### src/rtl/io_reg_pkg.sv
// Shared types and helpers for the IO input filter stage.
// IN_FILT_SYNC_EN (optional) adds a two-flop synchroniser ahead of the sample register.
package io_reg_pkg;

    typedef enum logic [1:0] {
        S_LO = 2'd0,
        P_HI = 2'd1,
        S_HI = 2'd2,
        P_LO = 2'd3
    } filt_state_e;

    localparam int unsigned FILT_CYCLES_DEF = 4;
    localparam int unsigned CNT_W_DEF       = 8;

    // Debounce counter must hold up to FILT_CYCLES-1.
    function automatic int unsigned dcnt_width(input int unsigned filt_cycles);
        return (filt_cycles < 2) ? 1 : $clog2(filt_cycles);
    endfunction

    localparam int unsigned DCNT_W = dcnt_width(FILT_CYCLES_DEF);

    // Saturation value of a CNT_W-bit event counter.
    function automatic logic [15:0] sat_val(input int unsigned cnt_w);
        return 16'((32'd1 << cnt_w) - 32'd1);
    endfunction

endpackage

### src/rtl/in_filt_cell_if.sv
// Fabric-facing bundle of the input filter cell: level in, enable/ack in, filtered status out.
interface in_filt_cell_if #(
    parameter int unsigned CNT_W = 8
);
    logic             IQZ_IN;
    logic             EN;
    logic             ACK;
    logic             FILT_Q;
    logic             RISE;
    logic             FALL;
    logic             EVT_VALID;
    logic [CNT_W-1:0] EVT_CNT;
    logic             OVF;

    modport master (
        output IQZ_IN, EN, ACK,
        input  FILT_Q, RISE, FALL, EVT_VALID, EVT_CNT, OVF
    );

    modport slave (
        input  IQZ_IN, EN, ACK,
        output FILT_Q, RISE, FALL, EVT_VALID, EVT_CNT, OVF
    );
endinterface

### src/rtl/in_filt_fsm.sv
// Sample/sync flops plus the debounce FSM producing the filtered level and edge pulses.
// With IN_FILT_SYNC_EN defined, two synchroniser flops precede the sample register.
module in_filt_fsm
    import io_reg_pkg::*;
#(
    parameter int unsigned FILT_CYCLES = 4
) (
    input  logic clk,
    input  logic rst,
    input  logic iqz,
    input  logic en,
    output logic filt_q,
    output logic rise,
    output logic fall,
    output logic edge_c
);
    localparam int unsigned   DW        = dcnt_width(FILT_CYCLES);
    localparam logic [DW-1:0] DCNT_LAST = DW'(FILT_CYCLES - 1);

    logic          smp;
    filt_state_e   state, state_nxt;
    logic [DW-1:0] dcnt, dcnt_nxt;
    logic          rise_nxt, fall_nxt;

`ifdef IN_FILT_SYNC_EN
    logic [1:0] sync;

    always_ff @(posedge clk or posedge rst) begin
        if (rst) begin
            sync <= 2'b00;
            smp  <= 1'b0;
        end else begin
            sync <= {sync[0], iqz};
            smp  <= sync[1];
        end
    end
`else
    always_ff @(posedge clk or posedge rst) begin
        if (rst) smp <= 1'b0;
        else     smp <= iqz;
    end
`endif

    always_ff @(posedge clk or posedge rst) begin
        if (rst) begin
            state  <= S_LO;
            dcnt   <= '0;
            filt_q <= 1'b0;
            rise   <= 1'b0;
            fall   <= 1'b0;
        end else begin
            state  <= state_nxt;
            dcnt   <= dcnt_nxt;
            filt_q <= (state_nxt == S_HI) || (state_nxt == P_LO);
            rise   <= rise_nxt;
            fall   <= fall_nxt;
        end
    end

    // Pending states abort on a reverted sample or a dropped enable.
    always_comb begin
        state_nxt = state;
        dcnt_nxt  = dcnt;
        rise_nxt  = 1'b0;
        fall_nxt  = 1'b0;
        case (state)
            S_LO: begin
                if (smp && en) begin
                    state_nxt = P_HI;
                    dcnt_nxt  = DW'(1);
                end
            end
            P_HI: begin
                if (!en || !smp) begin
                    state_nxt = S_LO;
                    dcnt_nxt  = '0;
                end else if (dcnt == DCNT_LAST) begin
                    state_nxt = S_HI;
                    dcnt_nxt  = '0;
                    rise_nxt  = 1'b1;
                end else begin
                    dcnt_nxt  = dcnt + DW'(1);
                end
            end
            S_HI: begin
                if (!smp && en) begin
                    state_nxt = P_LO;
                    dcnt_nxt  = DW'(1);
                end
            end
            P_LO: begin
                if (!en || smp) begin
                    state_nxt = S_HI;
                    dcnt_nxt  = '0;
                end else if (dcnt == DCNT_LAST) begin
                    state_nxt = S_LO;
                    dcnt_nxt  = '0;
                    fall_nxt  = 1'b1;
                end else begin
                    dcnt_nxt  = dcnt + DW'(1);
                end
            end
            default: begin
                state_nxt = S_LO;
                dcnt_nxt  = '0;
            end
        endcase
    end

    assign edge_c = rise_nxt | fall_nxt;

endmodule

### src/rtl/in_filt_cell.sv
// Input filter cell: debounced level, edge pulses and a saturating edge counter read via VALID/ACK.
// Build option IN_FILT_SYNC_EN inserts a two-flop synchroniser (adds 2 cycles of latency).
module in_filt_cell
    import io_reg_pkg::*;
#(
    parameter int unsigned FILT_CYCLES = 4,
    parameter int unsigned CNT_W       = 8
) (
    input logic           IQC,
    input logic           QRT,
    in_filt_cell_if.slave bus
);
    localparam logic [CNT_W-1:0] CNT_SAT = CNT_W'(sat_val(CNT_W));

    logic             filt_q, rise, fall, edge_c;
    logic [CNT_W-1:0] evt_cnt, evt_cnt_nxt;
    logic             ovf, ovf_nxt;
    logic             evt_valid;

    in_filt_fsm #(
        .FILT_CYCLES (FILT_CYCLES)
    ) u_fsm (
        .clk    (IQC),
        .rst    (QRT),
        .iqz    (bus.IQZ_IN),
        .en     (bus.EN),
        .filt_q (filt_q),
        .rise   (rise),
        .fall   (fall),
        .edge_c (edge_c)
    );

    // ACK wins over increment but an edge on the same cycle still counts as one.
    always_comb begin
        evt_cnt_nxt = evt_cnt;
        ovf_nxt     = ovf;
        if (bus.ACK) begin
            evt_cnt_nxt = edge_c ? CNT_W'(1) : '0;
            ovf_nxt     = 1'b0;
        end else if (edge_c) begin
            if (evt_cnt != CNT_SAT) evt_cnt_nxt = evt_cnt + CNT_W'(1);
            else                    ovf_nxt     = 1'b1;
        end
    end

    always_ff @(posedge IQC or posedge QRT) begin
        if (QRT) begin
            evt_cnt   <= '0;
            ovf       <= 1'b0;
            evt_valid <= 1'b0;
        end else begin
            evt_cnt   <= evt_cnt_nxt;
            ovf       <= ovf_nxt;
            evt_valid <= (evt_cnt_nxt != '0);
        end
    end

    assign bus.FILT_Q    = filt_q;
    assign bus.RISE      = rise;
    assign bus.FALL      = fall;
    assign bus.EVT_CNT   = evt_cnt;
    assign bus.EVT_VALID = evt_valid;
    assign bus.OVF       = ovf;

endmodule

### src/flat_wrapper.sv
// flat-port wrapper written by rule: the top's interface ports become plain ports
module in_filt_cell_flat import io_reg_pkg::*;
#(
    parameter int unsigned FILT_CYCLES = 4,
    parameter int unsigned CNT_W       = 8
)
  (IQC, QRT, bus_IQZ_IN, bus_EN, bus_ACK, bus_FILT_Q, bus_RISE, bus_FALL, bus_EVT_VALID, bus_EVT_CNT, bus_OVF);
  in_filt_cell_if #(.CNT_W(CNT_W)) bus_i ();
  input logic IQC;
  input logic QRT;
  input wire logic [$bits(bus_i.IQZ_IN)-1:0] bus_IQZ_IN;
  input wire logic [$bits(bus_i.EN)-1:0] bus_EN;
  input wire logic [$bits(bus_i.ACK)-1:0] bus_ACK;
  output wire logic [$bits(bus_i.FILT_Q)-1:0] bus_FILT_Q;
  output wire logic [$bits(bus_i.RISE)-1:0] bus_RISE;
  output wire logic [$bits(bus_i.FALL)-1:0] bus_FALL;
  output wire logic [$bits(bus_i.EVT_VALID)-1:0] bus_EVT_VALID;
  output wire logic [$bits(bus_i.EVT_CNT)-1:0] bus_EVT_CNT;
  output wire logic [$bits(bus_i.OVF)-1:0] bus_OVF;
  assign bus_i.IQZ_IN = bus_IQZ_IN;
  assign bus_i.EN = bus_EN;
  assign bus_i.ACK = bus_ACK;
  assign bus_FILT_Q = bus_i.FILT_Q;
  assign bus_RISE = bus_i.RISE;
  assign bus_FALL = bus_i.FALL;
  assign bus_EVT_VALID = bus_i.EVT_VALID;
  assign bus_EVT_CNT = bus_i.EVT_CNT;
  assign bus_OVF = bus_i.OVF;
  in_filt_cell #(.FILT_CYCLES(FILT_CYCLES), .CNT_W(CNT_W)) u_core (.IQC(IQC), .QRT(QRT), .bus(bus_i));
endmodule
### config.mk
export PLATFORM = sky130hd
export DESIGN_NAME = in_filt_cell_flat
export DESIGN_NICKNAME = d
export VERILOG_FILES = /design/src/rtl/io_reg_pkg.sv /design/src/rtl/in_filt_cell_if.sv /design/src/rtl/in_filt_fsm.sv /design/src/rtl/in_filt_cell.sv /design/src/flat_wrapper.sv
export SDC_FILE = /design/constraint.sdc
export NUM_CORES = 1
export LEC_CHECK = 0
export CORE_MARGIN = 10
export CORE_UTILIZATION = 45
export DETAILED_ROUTE_END_ITERATION = 8
export GPL_TIMING_DRIVEN = 0
export PLACE_DENSITY_LB_ADDON = 0.2
export SKIP_CTS_REPAIR_TIMING = 1
export SYNTH_ARGS = -nofsm -noshare
export SYNTH_HDL_FRONTEND = slang
export SYNTH_SLANG_ARGS = --single-unit
### constraint.sdc
create_clock -name IQC -period 6.4 [get_ports IQC]
set_input_delay 1.28 -clock IQC [delete_from_list [all_inputs] [get_ports IQC]]
set_output_delay 1.28 -clock IQC [all_outputs]
set_load 0.005 [all_outputs]
# After elaboration in Yosys (flattened, before gate mapping)
# Index checks and enable logic that the tools add are counted.
# totals
latch_bits	0
mem_bits_rw	0
rom_bits	0
n_memories	0
word_cells	59
in_bits	5
output_inout_bits	13
register_bits	18
# classes
addsub	2
n_mul	0
bitwise_logic	1
n_eq_ne	10
div_mod_pow	0
reduce_logical	12
n_shift	0
mux	25
magnitude_cmp	0
# op_table
cell	count
two-way mux 8 bit	3
two-way mux 2 bit	11
one-hot mux 2 bit (4 select lines)	2
equality test 2 bit, second input constant	5
two-way mux 1 bit	9
adder 8 x 1 -> 8 bit, second input constant	1
!= test 8 bit, second input constant	1
nonzero test 8 bit	1
!= test 2 bit, second input constant	3
AND reduction 2 bit	2
logical OR 1 bit	3
adder 2 x 1 -> 2 bit, second input constant	1
equality test 2 x 1 -> 1 bit, second input constant	1
logical AND 1 bit	2
logical NOT 1 bit	2
logical NOT 2 bit	1
nonzero test 2 bit	1
bitwise OR 1 bit	1

# Logic depth before layout (Yosys ltp)
# Gate-level depths: netlist of run 1.
# depth
word_depth	8
ltp_mapped	7
ltp_nobuf	7

# By module
# A second synthesis of run 1 with hierarchy kept.
# unflattened
cells_unflattened	93
area_unflattened_um2	943.4
# by_module_without_submodules
mod	instances	area_each_um2	cells_each	seq_area_each_um2
in_filt_cell	1	634.4	64	250.2
in_filt_fsm	1	309.0	29	175.2

# Least setup slack after synthesis of run 1
# OpenSTA, ideal clock, no wires.
# synth_timing
path_type	input -> register
start	input port bus_EN
end	register u_core.evt_valid, in the netlist u_core.bus.EVT_VALID
setup_time_ns	0.139
path_slack_ns	3.482
t_arrival_ns	2.779
path_stages	6
path_cell_list	nand3_4 nor3_4 and4b_1 nor3_1 or4_1 or4_1
# synth_via
elab_chain_cells	8
word_cells_on_any_way	12
# synth_rtl
item	line_no	source
start, declared	flat_wrapper.sv:12	input wire logic [$bits(bus_i.EN)-1:0] bus_EN;
logical NOT 1 bit *	in_filt_fsm.sv:74, in_filt_fsm.sv:92	
logical OR 1 bit (on tied branches)	in_filt_fsm.sv:74, in_filt_fsm.sv:92	
two-way mux 1 bit (on tied branches)	in_filt_fsm.sv:74, in_filt_fsm.sv:92	
two-way mux 1 bit	in_filt_fsm.sv:66	case (state)
bitwise OR 1 bit *	in_filt_fsm.sv:110	assign edge_c = rise_nxt | fall_nxt;
two-way mux 8 bit *	in_filt_cell.sv:40	end else if (edge_c) begin
two-way mux 8 bit *	in_filt_cell.sv:37	if (bus.ACK) begin
via u_core.evt_cnt_nxt[6]	in_filt_cell.sv:16	logic [CNT_W-1:0] evt_cnt, evt_cnt_nxt;
nonzero test 8 bit *	in_filt_cell.sv:54	evt_valid <= (evt_cnt_nxt != '0);
end signal, assigned	in_filt_cell.sv:54	
end, declared	in_filt_cell.sv:18	logic evt_valid;
# Mark *: on every way through the listed nets, which the timed path passes. The rest lies on a longest branch.
# A chain may end at the register's enable or synchronous reset.

# Worst setup path after layout of run 1
# Same ends and word-level chain as after synthesis.

==> impl_metrics.env, run 1 <==
export IMPL_grt_start_max_net_pins=19
export IMPL_die_h_um=63.9
export IMPL_setup_tns_ps=0
export IMPL_p_leak_nw=0.478
export IMPL_grt_overflow=0
export IMPL_first_global_vias=682
export IMPL_h_tree_depth=1
export IMPL_slew_violations=0
export IMPL_postRouteAntennaNets=0
export IMPL_cts_buffers=3
export IMPL_syn_avg_cell_area_um2=11.0
export IMPL_area_growth_pct=27.5
export IMPL_cts_tree="done"
export IMPL_fin_ws_ps=3050
export IMPL_antenna_found_initial=0
export IMPL_fillers=147
export IMPL_critPathLaunchType="input pin"
export IMPL_yosysWarnings=0
export IMPL_vdd_drop_max_mv=0.160
export IMPL_max_cap_violations=0
export IMPL_vias_per_cell=5.49
export IMPL_placed_cell_area_um2=1070
export IMPL_nNetsFinal=109
export IMPL_crit_arrival_ps=3520
export IMPL_synth_seq_cells=18
export IMPL_synth_mux_area_share_pct=3.76
export IMPL_antenna_diode_count=0
export IMPL_drcViolationCount=0
export IMPL_clk_latency_ps=290
export IMPL_clock_sinks=18
export IMPL_clockRootBuffer="clkbuf_4"
export IMPL_final_hold_violation_count=0
export IMPL_vias=686
export IMPL_drtIter0Drc=14
export IMPL_drt_total_wl_um=1780
export IMPL_cp_required_ps=6570
export IMPL_critical_path_class="input pin to register"
export IMPL_hold_path_depth=2
export IMPL_netlist_area_um2=866
export IMPL_synthSimpleGateAreaFrac_pct=24.4
export IMPL_start_util_pct=48.6
export IMPL_die_area_um2=4080
export IMPL_holdPathEnd="u_core.bus.OVF$_DFFE_PP0P_"
export IMPL_port_buffers=17
export IMPL_syn_nets=87
export IMPL_power_per_cell_area_nw_per_um2=232
export IMPL_end_kind="register"
export IMPL_post_route_period_util_pct=52.3
export IMPL_rows=15
export IMPL_finalNonFillerCells=125
export IMPL_design_area_um2=1100
export IMPL_fin_skew_ps=1.25
export IMPL_fmax_mhz=299
export IMPL_track_usage_pct=9.25
export IMPL_post_place_ws_ps=2730
export IMPL_rr_worst_depth=7
export IMPL_rsz0062_at_grt="no"
export IMPL_r2r_slack_ps=3950
export IMPL_grt_pass1_wl_um=3100
export IMPL_fin_crit_ps=3350
export IMPL_yosys_area_share_adder_pct=4.34
export IMPL_drive_above_1_share_pct=9.00
export IMPL_clk_pin_slew_ps=100
export IMPL_ys_seq_area_share_pct=52.0
export IMPL_critPathMaxFanout=6
export IMPL_worst_slew_pin_slew_ps=660
export IMPL_reg2reg_to="u_core.bus.EVT_VALID$_DFF_PP0_"
export IMPL_maxSlewHeadroom_pct=56.0
export IMPL_postSynthCellCount=79
export IMPL_final_setup_viol_count=0
export IMPL_clk_path_buf_depth=2
export IMPL_synth_compound_area_share_pct=9.10
export IMPL_routedWlPerCell_um=14.2
export IMPL_synth_cell_type_count=28
export IMPL_io_pins=18
export IMPL_fp_dieW_um=63.9
export IMPL_hp_class="register to register"
export IMPL_mostFrequentLayoutCells="dfrtp_1 (18), clkdlybuf4s50_1 (17), nor2_1 (9)"
export IMPL_hold_start="u_core.bus.OVF$_DFFE_PP0P_"
export IMPL_reg2reg_from="u_core.bus.EVT_CNT[0]$_DFF_PP0_"
export IMPL_dr_pass1_iters=4
export IMPL_place_congestion=0.786
export IMPL_status="finished, final reports clean"
export IMPL_core_um2=1780
export IMPL_place_inst=121
export IMPL_synth_top_family_by_area="simple AND/OR/NAND/NOR gates"
export IMPL_final_common_cell="dfrtp_1"
export IMPL_synthXorXnorAreaFrac_pct=5.06
[final cells by class]
type | count | area (um^2) | share of cell area [%]
multi-input cells | 59 | 404 | 36.6
well taps | 25 | 31.3 | 2.83
plain buffers | 1 | 7.51 | 0.680
repair buffers | 17 | 170 | 15.4
inverters | 1 | 3.75 | 0.340
clock buffers | 4 | 36.3 | 3.29
flip-flops and latches | 18 | 450 | 40.8
[synth_stat cells, drive strengths merged]
library cell  count  area [um^2]
dfrtp            18          450
nor2              9         33.8
nor3              6         41.3
a21oi             5         25.0
nand2             5         18.8
nand3             5         37.5
ha                3         37.5
xnor2             3         26.3
a41oi             2         17.5
and3              2         12.5
mux2              2         22.5
nand3b            2         15.0
nor3b             2         15.0
or4               2         15.0
xor2              2         17.5
a211oi            1         7.51
and4b             1         10.0
buf               1         7.51
inv               1         3.75
mux2i             1         10.0
nand2b            1         6.26
nand4             1         6.26
o21a              1         7.51
o21ai             1         5.00
o21bai            1         7.51
o2bb2ai           1         8.76
[metrics by stage]
step / util [%] / hold WS [ps] / total power [mW]
2_1_floorplan: - / 490 / 0.172
3_3_place_gp: 59.9 / 501 / 0.188
3_5_place_dp: 59.9 / 489 / 0.190
4_1_cts: 61.9 / 532 / 0.259
5_1_grt: 61.9 / 592 / 0.273
6_report: 61.9 / 514 / 0.256
[power breakdown]
group	switching, mW	internal [mW]
registers	0.0143	0.126
logic	0.0219	0.0245
clock network	0.0347	0.0347
[sequential cells by signal, indices dropped and copies added, names as in the netlist]
register	count
u_core.u_fsm.filt_q	1
u_core.bus.OVF	1
u_core.u_fsm.dcnt	2
u_core.u_fsm.fall	1
u_core.u_fsm.rise	1
u_core.u_fsm.state	2
u_core.bus.EVT_CNT	8
u_core.u_fsm.smp	1
u_core.bus.EVT_VALID	1
[worst max-delay path by stage]
stage            from                        endpoint  depth (start not counted)
5_1_grt        bus_EN  u_core.bus.EVT_VALID$_DFF_PP0_                          7
3_3_place_gp   bus_EN  u_core.bus.EVT_VALID$_DFF_PP0_                          7
4_1_cts        bus_EN  u_core.bus.EVT_VALID$_DFF_PP0_                          7
3_5_place_dp   bus_EN  u_core.bus.EVT_VALID$_DFF_PP0_                          7
2_1_floorplan  bus_EN  u_core.bus.EVT_VALID$_DFF_PP0_                          6
6_report       bus_EN  u_core.bus.EVT_VALID$_DFF_PP0_                          7
[kinds of logic (layout without fill, tap and decap cells)]
kind of cell             after synthesis  in the layout
AO/OA/AOI/OAI                         12             12
flip-flops                            18             18
XOR/XNOR                               5              5
buffers and inverters                  2             23
multiplexers                           3              3
adder cells (fa/ha/maj)                3              3
AND/OR/NAND/NOR                       36             36
[critical path, stage by stage]
cell and delay, ps:
clkdlybuf4s50_1 560, nand3_4 130, nor3_4 260, and4b_1 220, nor3_1 60, or4_1 540
or4_1 470
[metal layers]
| layer | GRT usage (%) | vias up | part of all wire, % |
|---|---|---|---|
| li1 | - | 328 | - |
| met1 | 11.2 | 328 | 46 |
| met2 | 14.1 | 25 | 43 |
| met3 | 3.83 | 5 | 9.0 |
| met4 | 4.10 | 0 | 1.9 |
| met5 | 0 | - | 0 |
(Power assumes the default switching activity.)
==> run 2, diff against run 1 <==
CORE_UTILIZATION = 44   (was 45)
clock period = 2.9 ns   (was 6.4 ns; I/O delays follow)
==> run 2 against run 1 <==
  * Die area grew 1.6%
  * Global-route usage down 0.68 points
  * Total power increased by 110%
  * Combinational power is 120% higher
==> impl_metrics.env, run 2 (synthesis gave the netlist of run 1 again) <==
export IMPL_critPathLaunchType="input pin"
export IMPL_mostFrequentLayoutCells="dfrtp_1 (18), clkdlybuf4s50_1 (17), nor2_1 (9)"
export IMPL_h_tree_depth=1
export IMPL_use_met3_pct=4.36
export IMPL_busiest_layer="met2"
export IMPL_grt_util_met1_pct=10.8
export IMPL_fillers=167
export IMPL_die_area_um2=4140
export IMPL_start_util_pct=48.1
export IMPL_dr_pass1_iters=4
export IMPL_antenna_diode_count=0
export IMPL_vdd_drop_max_mv=0.305
export IMPL_grt_overflow=0
export IMPL_nNetsFinal=109
export IMPL_slew_violations=0
export IMPL_critical_path_class="input pin to register"
export IMPL_hold_slack_ps=546
export IMPL_rr_worst_depth=7
export IMPL_end_kind="register"
export IMPL_hp_class="register to register"
export IMPL_clk_path_buf_depth=2
export IMPL_place_hpwl_um=1310
export IMPL_cp_required_ps=3060
export IMPL_cts_buffers=3
export IMPL_worst_slew_pin_slew_ps=690
export IMPL_core_um2=1800
export IMPL_track_usage_pct=8.57
export IMPL_cts_tree="done"
export IMPL_largest_reg_flops=8
export IMPL_met2_usage_pct=11.8
export IMPL_setup_tns_ps=0
export IMPL_critPathMaxFanout=6
export IMPL_final_hold_violation_count=0
export IMPL_max_cap_violations=0
export IMPL_place_inst=121
export IMPL_placed_cell_area_um2=1070
export IMPL_fin_skew_ps=1.30
export IMPL_status="finished, final reports clean"
export IMPL_maxSlewHeadroom_pct=53.9
export IMPL_design_area_um2=1090
export IMPL_fin_crit_ps=2660
export IMPL_place_congestion=0.752
export IMPL_grt_start_max_net_pins=19
export IMPL_rows=15
export IMPL_clk_latency_ps=280
export IMPL_antenna_found_initial=0
export IMPL_area_growth_pct=25.9
export IMPL_port_buffers=17
export IMPL_reg2reg_from="u_core.bus.EVT_CNT[0]$_DFF_PP0_"
export IMPL_hold_path_depth=2
export IMPL_fp_dieW_um=64.4
export IMPL_drcViolationCount=0
export IMPL_drive_above_1_share_pct=8.08
export IMPL_post_route_util_pct=60.5
export IMPL_io_pins=18
export IMPL_final_common_cell="dfrtp_1"
export IMPL_drtIter0Drc=21
export IMPL_first_global_vias=646
export IMPL_power_per_cell_area_nw_per_um2=488
export IMPL_routedWlPerCell_um=14.1
export IMPL_fin_ws_ps=237
export IMPL_fmax_mhz=375
export IMPL_power_total_uw=531
export IMPL_post_place_ws_ps=-76.4
export IMPL_crit_arrival_ps=2830
export IMPL_clk_pin_slew_ps=90
export IMPL_cp_startpoint="bus_EN"
export IMPL_post_route_period_util_pct=91.8
export IMPL_finalNonFillerCells=124
export IMPL_final_setup_viol_count=0
export IMPL_clockRootBuffer="clkbuf_4"
export IMPL_p_leak_nw=0.471
export IMPL_vias=667
export IMPL_postRouteAntennaNets=0
export IMPL_vias_per_cell=5.38
export IMPL_hold_start="u_core.bus.OVF$_DFFE_PP0P_"
export IMPL_grt_pass1_wl_um=2880
export IMPL_rsz0062_at_grt="no"
export IMPL_die_h_um=64.4
export IMPL_drt_total_wl_um=1750
export IMPL_clock_sinks=18
run 2: cell count changes in the layout (fill, tap and decap cells not counted):
cell      change
clkbuf_8      -1
run 2: path summary, 6_finish.rpt:
path	to	slack, ps
setup reg to reg	u_core.bus.EVT_VALID$_DFF_PP0_	450
max in group asynchronous	u_core.u_fsm.state[0]$_DFF_PP0_	1780
setup / recovery	u_core.bus.EVT_VALID$_DFF_PP0_	240
hold / removal	u_core.bus.OVF$_DFFE_PP0P_	550
hold reg to reg	u_core.bus.OVF$_DFFE_PP0P_	550
min in group asynchronous	u_core.bus.EVT_CNT[7]$_DFF_PP0_	690
run 2: worst max-delay path, stage by stage:
cell and delay, ps:
clkdlybuf4s50_1 560, nand3_4 130, nor3_4 260, and4b_1 230, nor3_1 60, or4_1 530
or4_1 480
run 2: per-layer routing:
metal	share of wire (%)	routed length [um]	vias to the layer above
met4	1.3	23	0
met1	48	849	313
met2	41	714	21
li1	-	-	329
met3	9.3	163	4
met5	0	0	-
run 2: power breakdown:
group | internal [mW] | switching [mW]
Sequential | 0.279 | 0.0310
Combinational | 0.0538 | 0.0491
Clock | 0.0482 | 0.0707
run 2: final cells by class:
type                    instances  area, um^2  area share, %
clock buffers                   3        22.5           2.07
flip-flops and latches         18         450           41.3
repair buffers                 17         170           15.6
plain buffers                   1        7.51          0.689
multi-input cells              59         404           37.1
inverters                       1        3.75          0.344
well taps                      25        31.3           2.87
